==> src/rtl/serial_divider_controller.sv <==
// rtl/serial_divider_controller.sv - multi-cycle restoring divider with start/busy/done handshake
// Optional DIVZERO_SHORTCUT_EN: a zero divisor completes on the accepting edge without iterating.
module serial_divider_controller #(
  parameter int WIDTH = 4
) (
  input  logic             clk,
  input  logic             rst,
  input  logic             start,
  input  logic [WIDTH-1:0] dividend,
  input  logic [WIDTH-1:0] divisor,
  output logic             busy,
  output logic             done,
  output logic [WIDTH-1:0] quotient,
  output logic [WIDTH-1:0] remainder,
  output logic             div_by_zero
);

  localparam int CW = (WIDTH > 1) ? $clog2(WIDTH) : 1;

  typedef enum logic [1:0] {
    S_IDLE,
    S_CALC,
    S_DONE
  } state_t;

  state_t           state_q, state_d;
  logic [WIDTH-1:0] dvd_q, dvd_d;
  logic [WIDTH-1:0] dvs_q, dvs_d;
  logic [WIDTH-1:0] rem_w_q, rem_w_d;
  logic [WIDTH-1:0] q_w_q, q_w_d;
  logic [CW-1:0]    cnt_q, cnt_d;
  logic [WIDTH-1:0] quotient_q, quotient_d;
  logic [WIDTH-1:0] remainder_q, remainder_d;
  logic             dbz_q, dbz_d;

  logic [WIDTH:0]   partial;
  logic [WIDTH+1:0] diff;
  logic             borrow;
  logic [WIDTH-1:0] rem_step;
  logic [WIDTH-1:0] q_step;

  always_ff @(posedge clk or posedge rst) begin
    if (rst) begin
      state_q     <= S_IDLE;
      dvd_q       <= '0;
      dvs_q       <= '0;
      rem_w_q     <= '0;
      q_w_q       <= '0;
      cnt_q       <= '0;
      quotient_q  <= '0;
      remainder_q <= '0;
      dbz_q       <= 1'b0;
    end else begin
      state_q     <= state_d;
      dvd_q       <= dvd_d;
      dvs_q       <= dvs_d;
      rem_w_q     <= rem_w_d;
      q_w_q       <= q_w_d;
      cnt_q       <= cnt_d;
      quotient_q  <= quotient_d;
      remainder_q <= remainder_d;
      dbz_q       <= dbz_d;
    end
  end

  // One restoring step: partial keeps its top bit because 2*rem+1 can overflow WIDTH bits.
  always_comb begin
    partial        = {rem_w_q, dvd_q[cnt_q]};
    diff           = {1'b0, partial} - {2'b00, dvs_q};
    borrow         = diff[WIDTH+1];
    rem_step       = borrow ? partial[WIDTH-1:0] : WIDTH'(diff);
    q_step         = q_w_q;
    q_step[cnt_q]  = ~borrow;
  end

  always_comb begin
    state_d     = state_q;
    dvd_d       = dvd_q;
    dvs_d       = dvs_q;
    rem_w_d     = rem_w_q;
    q_w_d       = q_w_q;
    cnt_d       = cnt_q;
    quotient_d  = quotient_q;
    remainder_d = remainder_q;
    dbz_d       = dbz_q;

    case (state_q)
      S_IDLE, S_DONE: begin
        if (start) begin
          dvd_d   = dividend;
          dvs_d   = divisor;
          rem_w_d = '0;
          q_w_d   = '0;
          cnt_d   = CW'(WIDTH - 1);
          state_d = S_CALC;
`ifdef DIVZERO_SHORTCUT_EN
          if (divisor == '0) begin
            quotient_d  = '1;
            remainder_d = dividend;
            dbz_d       = 1'b1;
            state_d     = S_DONE;
          end
`endif
        end else begin
          state_d = S_IDLE;
        end
      end
      S_CALC: begin
        rem_w_d = rem_step;
        q_w_d   = q_step;
        if (cnt_q == '0) begin
          quotient_d  = q_step;
          remainder_d = rem_step;
          dbz_d       = (dvs_q == '0);
          state_d     = S_DONE;
        end else begin
          cnt_d = cnt_q - 1'b1;
        end
      end
      default: state_d = S_IDLE;
    endcase
  end

  assign busy        = (state_q == S_CALC);
  assign done        = (state_q == S_DONE);
  assign quotient    = quotient_q;
  assign remainder   = remainder_q;
  assign div_by_zero = dbz_q;

endmodule

==> config.mk <==
export PLATFORM = sky130hd
export DESIGN_NAME = serial_divider_controller
export DESIGN_NICKNAME = d
export VERILOG_FILES = /design/src/rtl/serial_divider_controller.sv
export SDC_FILE = /design/constraint.sdc
export NUM_CORES = 1
export LEC_CHECK = 0
export CAP_MARGIN = 20
export CELL_PAD_IN_SITES_DETAIL_PLACEMENT = 0
export CELL_PAD_IN_SITES_GLOBAL_PLACEMENT = 1
export CORE_MARGIN = 1
export CORE_UTILIZATION = 41
export CTS_CLUSTER_SIZE = 25
export DETAILED_ROUTE_END_ITERATION = 10
export GPL_ROUTABILITY_DRIVEN = 0
export GPL_TIMING_DRIVEN = 0
export HOLD_SLACK_MARGIN = 0.1
export PLACE_DENSITY = 0.79
export SYNTH_ARGS = -nofsm -noshare
export SYNTH_HDL_FRONTEND = slang
export SYNTH_SLANG_ARGS = --single-unit
==> constraint.sdc <==
create_clock -name clk -period 3 [get_ports clk]
set_clock_uncertainty 0.15 [all_clocks]
set_input_delay 0.6 -clock clk [delete_from_list [all_inputs] [get_ports clk]]
set_output_delay 0.6 -clock clk [all_outputs]
set_load 0.05 [all_outputs]
==> key figures, run 1 <==
Outcome
  – Status: finished clean

Floorplanning
  – Io pins: 22
  – Full die area: 3756 um^2
  – Die Span Y: 61.29 um
  – Starting Density: 42.86%
  – Core area: 3363 um^2
  – # rows: 21
  – Die span in x: 61.29 um

STA
  – Setup TNS: 0 ns
  – RSZ-0062 raised after global routing: false
  – Max_slew headroom: 65.98%
  – Worst slew pin tran: 0.5087 ns
  – Period minus WS final: 2.640 ns
  – Final hold violation count: 0
  – F_max: 378.8 MHz
  – Final period util: 88.01%
  – Final setup fails: 0
  – Max Slew Vio Count: 0

Synthesis
  – Mapped Nets: 158
  – Largest cells by area after synthesis: dfrtp_1 (49%), ha_1 (6.9%), nand2_1 (6.3%)
  – Asr flop ratio synth: 100.0%
  – Register area share after synthesis: 48.61%
  – Avg Synthesized Cell Area: 10.44 um^2
  – Yosys top cell area share: 48.61%
  – Netlist cell types: 41
  – Post-synth EDFFs: 0
  – Synth Flop Type: dfrtp_1
  – Syn. warnings: 0
  – Synthesized area: 1441 um^2
  – Dominant cell type by area after synthesis: dfrtp_1
  – Cells after Synth: 138
  – Post-synthesis register bit count: 28

Placement
  – HPWL Detailed: 2.117 mm
  – Number of buffers added on ports: 21

Clock network
  – H-tree Lvls: 1
  – CTS Sinks: 28
  – Clock buffer depth: 2
  – CTS tree: done
  – Hold_buf cts: 0
  – Root buffer cell: clkbuf_4
  – Postcts setup bufs: 0
  – Clk Latency, worst-skew pair: 0.34 ns
  – Post-CTS Resized: 0
  – CTS Buf Count: 3
  – Clk slew on worst S/H paths: 0.16 ns

Drt
  – Total number of vias: 1,103
  – DRT antenna net count: 0
  – Drt pass-1 iters: 4
  – Drt drc: 0
  – Post-Route WL: 2.784 mm
  – Drt wl/cell: 13.26 um
  – DR iter-0 viols: 30
  – Vias per cell: 5.252

Critical path
  – Arr. time, crit path: 1.89 ns
  – CP Capture Type: output pin
  – Flop2flop setup slack: 0.62 ns
  – R2r startpoint: cnt_q[0]
  – Worst r2r dst: rem_w_q[2]
  – Worst-path maximum fanout: 8
  – WS Path Type: register to output pin
  – R2R cell count: 7
  – Required time of the critical path: 2.25 ns
  – Setup crit start kind: register

Global route
  – Vias in the first global route: 975
  – GRT Total Usage: 16.44%
  – Antenna violations before repair: 0
  – First-pass GRT wire length: 4.519 mm
  – Congestion Overflow GR: 0
  – Largest net degree at the start of global routing: 29

Job
  – Max-cap violations: 0

Finish
  – N_diodes: 0
  – Most common cell after layout, fill and taps aside: dfrtp_1
  – Area added between synthesis and finish: 24.13%
  – Most frequent cells in the layout: dfrtp_1 (28), nand2_1 (24), clkdlybuf4s50_1 (21)
  – Ratio of cells with drive above 1 in the final layout: 12.80%
  – # nets final: 185

Min path
  – Worst min path class: primary input to asynchronous set/reset pin
[cell type report]
type | count | area (um^2)
plain buffers | 4 | 16.27
clock buffers | 3 | 22.52
clock inverters | 1 | 30.03
fillers | 339 | 1574
inverters | 10 | 38.79
multi-input cells | 96 | 685.7
flip-flops and latches | 28 | 700.7
well taps | 46 | 57.56
repair buffers | 22 | 237.7
[routing by layer]
layer  part of all wire, %  track usage [%]  wire length [um]  vias up
met5                     0                0                 0        -
met4                  0.47            4.221                13        0
met3                   3.9            4.202               109        2
met2                    47            25.00              1310       25
met1                    48            23.43              1350      538
li1                      -                -                 -      538
[worst max-delay path by stage]
stage | start | to | slack (ns) | depth (start not counted)
finish | state_q[1] | busy | 0.36 | 3
global route | state_q[1] | busy | 0.26 | 3
CTS | state_q[1] | busy | 0.34 | 3
detailed placement | cnt_q[0] | rem_w_q[2] | 0.59 | 7
global placement | cnt_q[0] | rem_w_q[2] | 0.66 | 7
floorplan | cnt_q[0] | rem_w_q[2] | 0.81 | 7
[metrics by stage]
step | instances | setup WS (ns) | util (%) | hold WS (ns) | instance area [um^2]
6_report | 210 | 0.3598 | 53.20 | 0.3188 | 1789
5_1_grt | 210 | 0.2637 | 53.20 | 0.3432 | 1789
4_1_cts | 209 | 0.3356 | 52.38 | 0.3499 | 1762
3_5_place_dp | 205 | 0.5885 | 50.82 | 0.3153 | 1709
3_3_place_gp | 205 | 0.6590 | 50.82 | 0.3072 | 1709
2_1_floorplan | 138 | 0.8063 | - | 0.2903 | 1441
[flip-flops by register name, indices dropped and copies added (netlist names)]
| signal | count |
|---|---|
| div_by_zero | 1 |
| cnt_q | 2 |
| dvs_q | 4 |
| rem_w_q | 4 |
| dvd_q | 4 |
| state_q | 2 |
| quotient | 4 |
| remainder | 4 |
| q_w_q | 3 |
[critical path, cell delays in order, from the launching register on]
cell,delay (ns)
dfrtp_1,0.40
nand2b_1,0.16
inv_2,0.16
clkdlybuf4s50_1,0.83
[cell usage after synthesis, drive strengths merged, types with 3 or more instances]
library cell and instances:
a32o 5, inv 9, nor3b 3, a21oi 4, ha 8, a221o 3
nor3 3, dfrtp 28, clkbuf 3, nand2 25, o21ai 13, nor2 6
[kinds of logic (layout without fill, tap and decap cells)]
logic type	after synthesis	count (layout)	share of synthesized area, %
mux	2	2	2.344
flops	28	28	48.61
buf+inv	14	40	3.819
fa+ha+maj	9	9	8.334
compound gates	35	35	18.14
xor+xnor	1	1	0.6077
simple gates	49	49	18.14
Power of run 1 is left out: the tool's default activity adds up to more than one toggle a clock period on the data nets, which glitch-free logic cannot reach.
==> run 2: changes to the inputs <==
PLACE_DENSITY = 0.86   (was 0.79)
==> run 2 against run 1 <==
Clock-buffer cell count rose by 1. Worst hold slack gained 0.013 ns. Design area decreased by 0.91%. Sequential share of layout area grew 0.36 points. Critical endpoint unchanged. Highest routed layer unchanged.
==> key figures, run 2 (synthesis gave the netlist of run 1 again) <==
STA
  – Worst slew pin tran: 0.4902 ns
  – F_max: 380.2 MHz
  – Setup TNS: 0 ns
  – Max Slew Vio Count: 0
  – RSZ-0062 raised after global routing: false
  – Fin worst setup slack: 0.3695 ns
  – Final period util: 87.68%
  – Max_slew headroom: 67.22%
  – Period minus WS final: 2.630 ns
  – Final hold violation count: 0
  – Final setup fails: 0

Finish
  – Fin util: 52.72%
  – N_diodes: 0
  – Filler instances: 340
  – Area added between synthesis and finish: 23.00%
  – Most frequent cells in the layout: dfrtp_1 (28), nand2_1 (24), clkdlybuf4s50_1 (21)
  – Post-route cell area: 1773 um^2
  – Ratio of cells with drive above 1 in the final layout: 12.80%
  – Most common cell after layout, fill and taps aside: dfrtp_1
  – # nets final: 185

Clock network
  – Clk slew on worst S/H paths: 0.15 ns
  – Clock buffer depth: 2
  – Post-CTS Resized: 0
  – CTS Sinks: 28
  – Root buffer cell: clkbuf_4
  – CTS Buf Count: 3
  – Postcts setup bufs: 0
  – H-tree Lvls: 1
  – CTS tree: done
  – Hold_buf cts: 0
  – Clk Latency, worst-skew pair: 0.33 ns

Critical path
  – Setup crit start kind: register
  – CP Capture Type: output pin
  – Arr. time, crit path: 1.88 ns
  – Required time of the critical path: 2.25 ns
  – WS Path Type: register to output pin
  – Worst-path maximum fanout: 8

Global route
  – First-pass GRT wire length: 4.498 mm
  – Antenna violations before repair: 0
  – Largest net degree at the start of global routing: 29
  – Congestion Overflow GR: 0
  – GRT Total Usage: 16.54%
  – Vias in the first global route: 963

Drt
  – DR iter-0 viols: 33
  – DRT antenna net count: 0
  – Drt drc: 0
  – Total number of vias: 1,085
  – Vias per cell: 5.167
  – Drt pass-1 iters: 6
  – Drt wl/cell: 13.25 um
  – Post-Route WL: 2.782 mm

Placement
  – Placed inst area: 1709 um^2
  – HPWL Detailed: 2.094 mm
  – Number of buffers added on ports: 21
  – Pre-CTS WS: 0.5554 ns

Floorplanning
  – Die span in x: 61.29 um
  – Die Span Y: 61.29 um
  – Full die area: 3756 um^2
  – Starting Density: 42.86%
  – Io pins: 22
  – Core area: 3363 um^2
  – # rows: 21

Min path
  – Worst min path class: primary input to asynchronous set/reset pin

Job
  – Max-cap violations: 0

Power and ir drop
  – Total Power: 2.227 mW
  – Peak supply drop: 0.4920 mV
  – Cell leakage power: 0.8122 nW
  – Pwr Density: 1256 nW/um^2

Outcome
  – Status: finished clean
-- run 2: routing by layer --
layer  share of wire (%)  global-route usage [%]  vias up  routed length (um)
met5                   0                       0        -                   0
met4                0.61                   2.922        0                  17
met3                 3.3                   3.782        2                  93
met2                  48                   27.64       24                1328
met1                  48                   22.19      525                1342
li1                    -                       -      534                   -
-- run 2: worst paths after layout --
kind	start	end	slack (ns)	cells after the start
max	state_q[1]	busy	0.37	3
min	rst	dvd_q[1]	0.33	2
max reg2reg	cnt_q[0]	rem_w_q[2]	0.58	7
min reg2reg	div_by_zero	div_by_zero	0.35	2
max in group asynchronous	rst	dvd_q[2]	1.98	3
min in group clk	div_by_zero	div_by_zero	0.35	2
-- run 2: area by class of cell --
| class | count | area (um^2) | share of cell area (%) |
|---|---|---|---|
| tap | 46 | 57.56 | 3.246 |
| inverter | 10 | 38.79 | 2.188 |
| sequential | 28 | 700.7 | 39.52 |
| multi-input combinational | 96 | 685.7 | 38.67 |
| buffer | 4 | 16.27 | 0.9174 |
| clock buffer | 4 | 36.28 | 2.047 |
| timing repair buffer | 22 | 237.7 | 13.41 |
-- run 2: worst max-delay path, stage by stage, from the launching register on --
cell	delay, ns
dfrtp_1	0.41
nand2b_1	0.17
inv_2	0.15
clkdlybuf4s50_1	0.83
-- run 2: power by group --
| part | leakage (nW) | switching, mW | total, mW | internal, mW |
|---|---|---|---|---|
| combinational | 0.442 | 0.815 | 1.37 | 0.551 |
| sequential | 0.350 | 0.128 | 0.679 | 0.551 |
| clock | 0.0210 | 0.108 | 0.183 | 0.0743 |
| total | 0.812 | 1.05 | 2.23 | 1.18 |
-- run 2: through the flow --
step                hold slack (ns)  instances
global placement             0.3079        205
global route                 0.3397        210
finish                       0.3321        210
CTS                          0.3550        209
floorplan                    0.2903        138
detailed placement           0.3209        205
Note: power is estimated with default switching activity, not from simulation.
==> run 3: changes to the inputs <==
CELL_PAD_IN_SITES_DETAIL_PLACEMENT = 1   (was 0)
==> run 3 against run 2 <==
Worst hold slack gained 0.0076 ns. Final cell count unchanged. Non-clock buffer count unchanged. Critical path depth stayed put. Setup slack worse by 0.014 ns. Register-to-register slack barely moved. Design area did not move. First-iteration DRC count grew 55%. Sequential power up 0.7%. Via count up 3.7%. Largest cell class unchanged.
==> key figures, run 3 (synthesis gave the netlist of run 1 again) <==
Finish
  – N_diodes: 0
  – Ratio of cells with drive above 1 in the final layout: 12.80%
  – Post-route cell area: 1773 um^2
  – Most common cell after layout, fill and taps aside: dfrtp_1
  – Most frequent cells in the layout: dfrtp_1 (28), nand2_1 (24), clkdlybuf4s50_1 (21)
  – Area added between synthesis and finish: 23.00%
  – # nets final: 185
  – Area occupied by multi-input gates: 685.7 um^2
  – Area taken by flip-flops and latches: 700.7 um^2
  – Filler instances: 406
  – Fin util: 52.72%

Clock network
  – H-tree Lvls: 1
  – Root buffer cell: clkbuf_4
  – Clk Latency, worst-skew pair: 0.33 ns
  – Clk slew on worst S/H paths: 0.15 ns
  – CTS tree: done
  – CTS Sinks: 28
  – Post-CTS Resized: 0
  – Postcts setup bufs: 0
  – Clock buffer depth: 2
  – Hold_buf cts: 0
  – CTS Buf Count: 3

STA
  – RSZ-0062 raised after global routing: false
  – F_max: 378.1 MHz
  – Final setup fails: 0
  – Setup TNS: 0 ns
  – Max Slew Vio Count: 0
  – Period minus WS final: 2.644 ns
  – Worst slew pin tran: 0.4996 ns
  – Final period util: 88.15%
  – Final hold violation count: 0
  – Fin worst setup slack: 0.3555 ns
  – Max_slew headroom: 66.59%

Critical path
  – R2R cell count: 7
  – Worst Path Buf+Inv: 2
  – Critical Path, Cell by Cell: nand2b_1, inv_2, clkdlybuf4s50_1
  – Required time of the critical path: 2.25 ns
  – WS Path Type: register to output pin
  – CP Capture Type: output pin
  – CP top delay family: buffers and inverters
  – CP max stage delay: 0.82 ns
  – Slowest CP cell: clkdlybuf4s50_1
  – Arr. time, crit path: 1.89 ns
  – Worst-path maximum fanout: 8
  – Setup crit start kind: register
  – WP depth: 3

Drt
  – Total number of vias: 1,125
  – DRT antenna net count: 0
  – Drt wl/cell: 15.23 um
  – Drt drc: 0
  – DR iter-0 viols: 51
  – Vias per cell: 5.357
  – Drt pass-1 iters: 4
  – Post-Route WL: 3.199 mm

Global route
  – Largest net degree at the start of global routing: 29
  – GRT Total Usage: 19.42%
  – Antenna violations before repair: 0
  – First-pass GRT wire length: 5.195 mm
  – Congestion Overflow GR: 0
  – Vias in the first global route: 1,096

Power and ir drop
  – Peak supply drop: 0.5075 mV
  – Cell leakage power: 0.8122 nW
  – Total Power: 2.267 mW
  – Pwr Density: 1279 nW/um^2

Placement
  – Number of buffers added on ports: 21
  – HPWL Detailed: 2.469 mm
  – Placed inst area: 1709 um^2
  – Pre-CTS WS: 0.5095 ns

Min path
  – Worst min path class: primary input to asynchronous set/reset pin

Job
  – Max-cap violations: 0

Floorplanning
  – Full die area: 3756 um^2
  – Core area: 3363 um^2
  – # rows: 21
  – Die Span Y: 61.29 um
  – Starting Density: 42.86%
  – Io pins: 22
  – Die span in x: 61.29 um

Outcome
  – Status: finished clean
## run 3: cell counts in the layout (fill, tap and decap cells not counted)
No cell type changed its count.
## run 3: cell type report
type	instances	share of cell area [%]
buffer	4	0.9174
clock buffer	4	2.047
inverter	10	2.188
multi-input combinational	96	38.67
sequential	28	39.52
tap	46	3.246
timing repair buffer	22	13.41
## run 3: worst paths after layout
path                               to  slack, ns        from
min reg2reg                  dvd_q[3]       0.34    dvd_q[3]
max in group asynchronous    dvs_q[3]       1.97         rst
max                              busy       0.36  state_q[1]
min                          cnt_q[1]       0.34         rst
max reg2reg                rem_w_q[2]       0.57    cnt_q[0]
min in group clk             dvd_q[3]       0.34    dvd_q[3]
## run 3: report_power, final
part,internal [mW],leakage [nW],switching (mW),total (mW)
logic,0.555,0.442,0.844,1.40
clock network,0.0743,0.0210,0.110,0.184
registers,0.551,0.350,0.133,0.684
## run 3: routing by layer
layer / global-route usage (%) / up-vias / part of all wire (%)
li1: - / 539 / -
met1: 24.77 / 560 / 44
met2: 33.23 / 24 / 51
met3: 4.622 / 2 / 3.7
met4: 4.870 / 0 / 0.84
met5: 0 / - / 0
## run 3: metrics by stage
step | hold slack, ns | instances
final | 0.3398 | 210
after CTS | 0.3542 | 209
after global placement | 0.3079 | 205
after floorplan | 0.2903 | 138
after global routing | 0.3571 | 210
after detailed placement | 0.3198 | 205
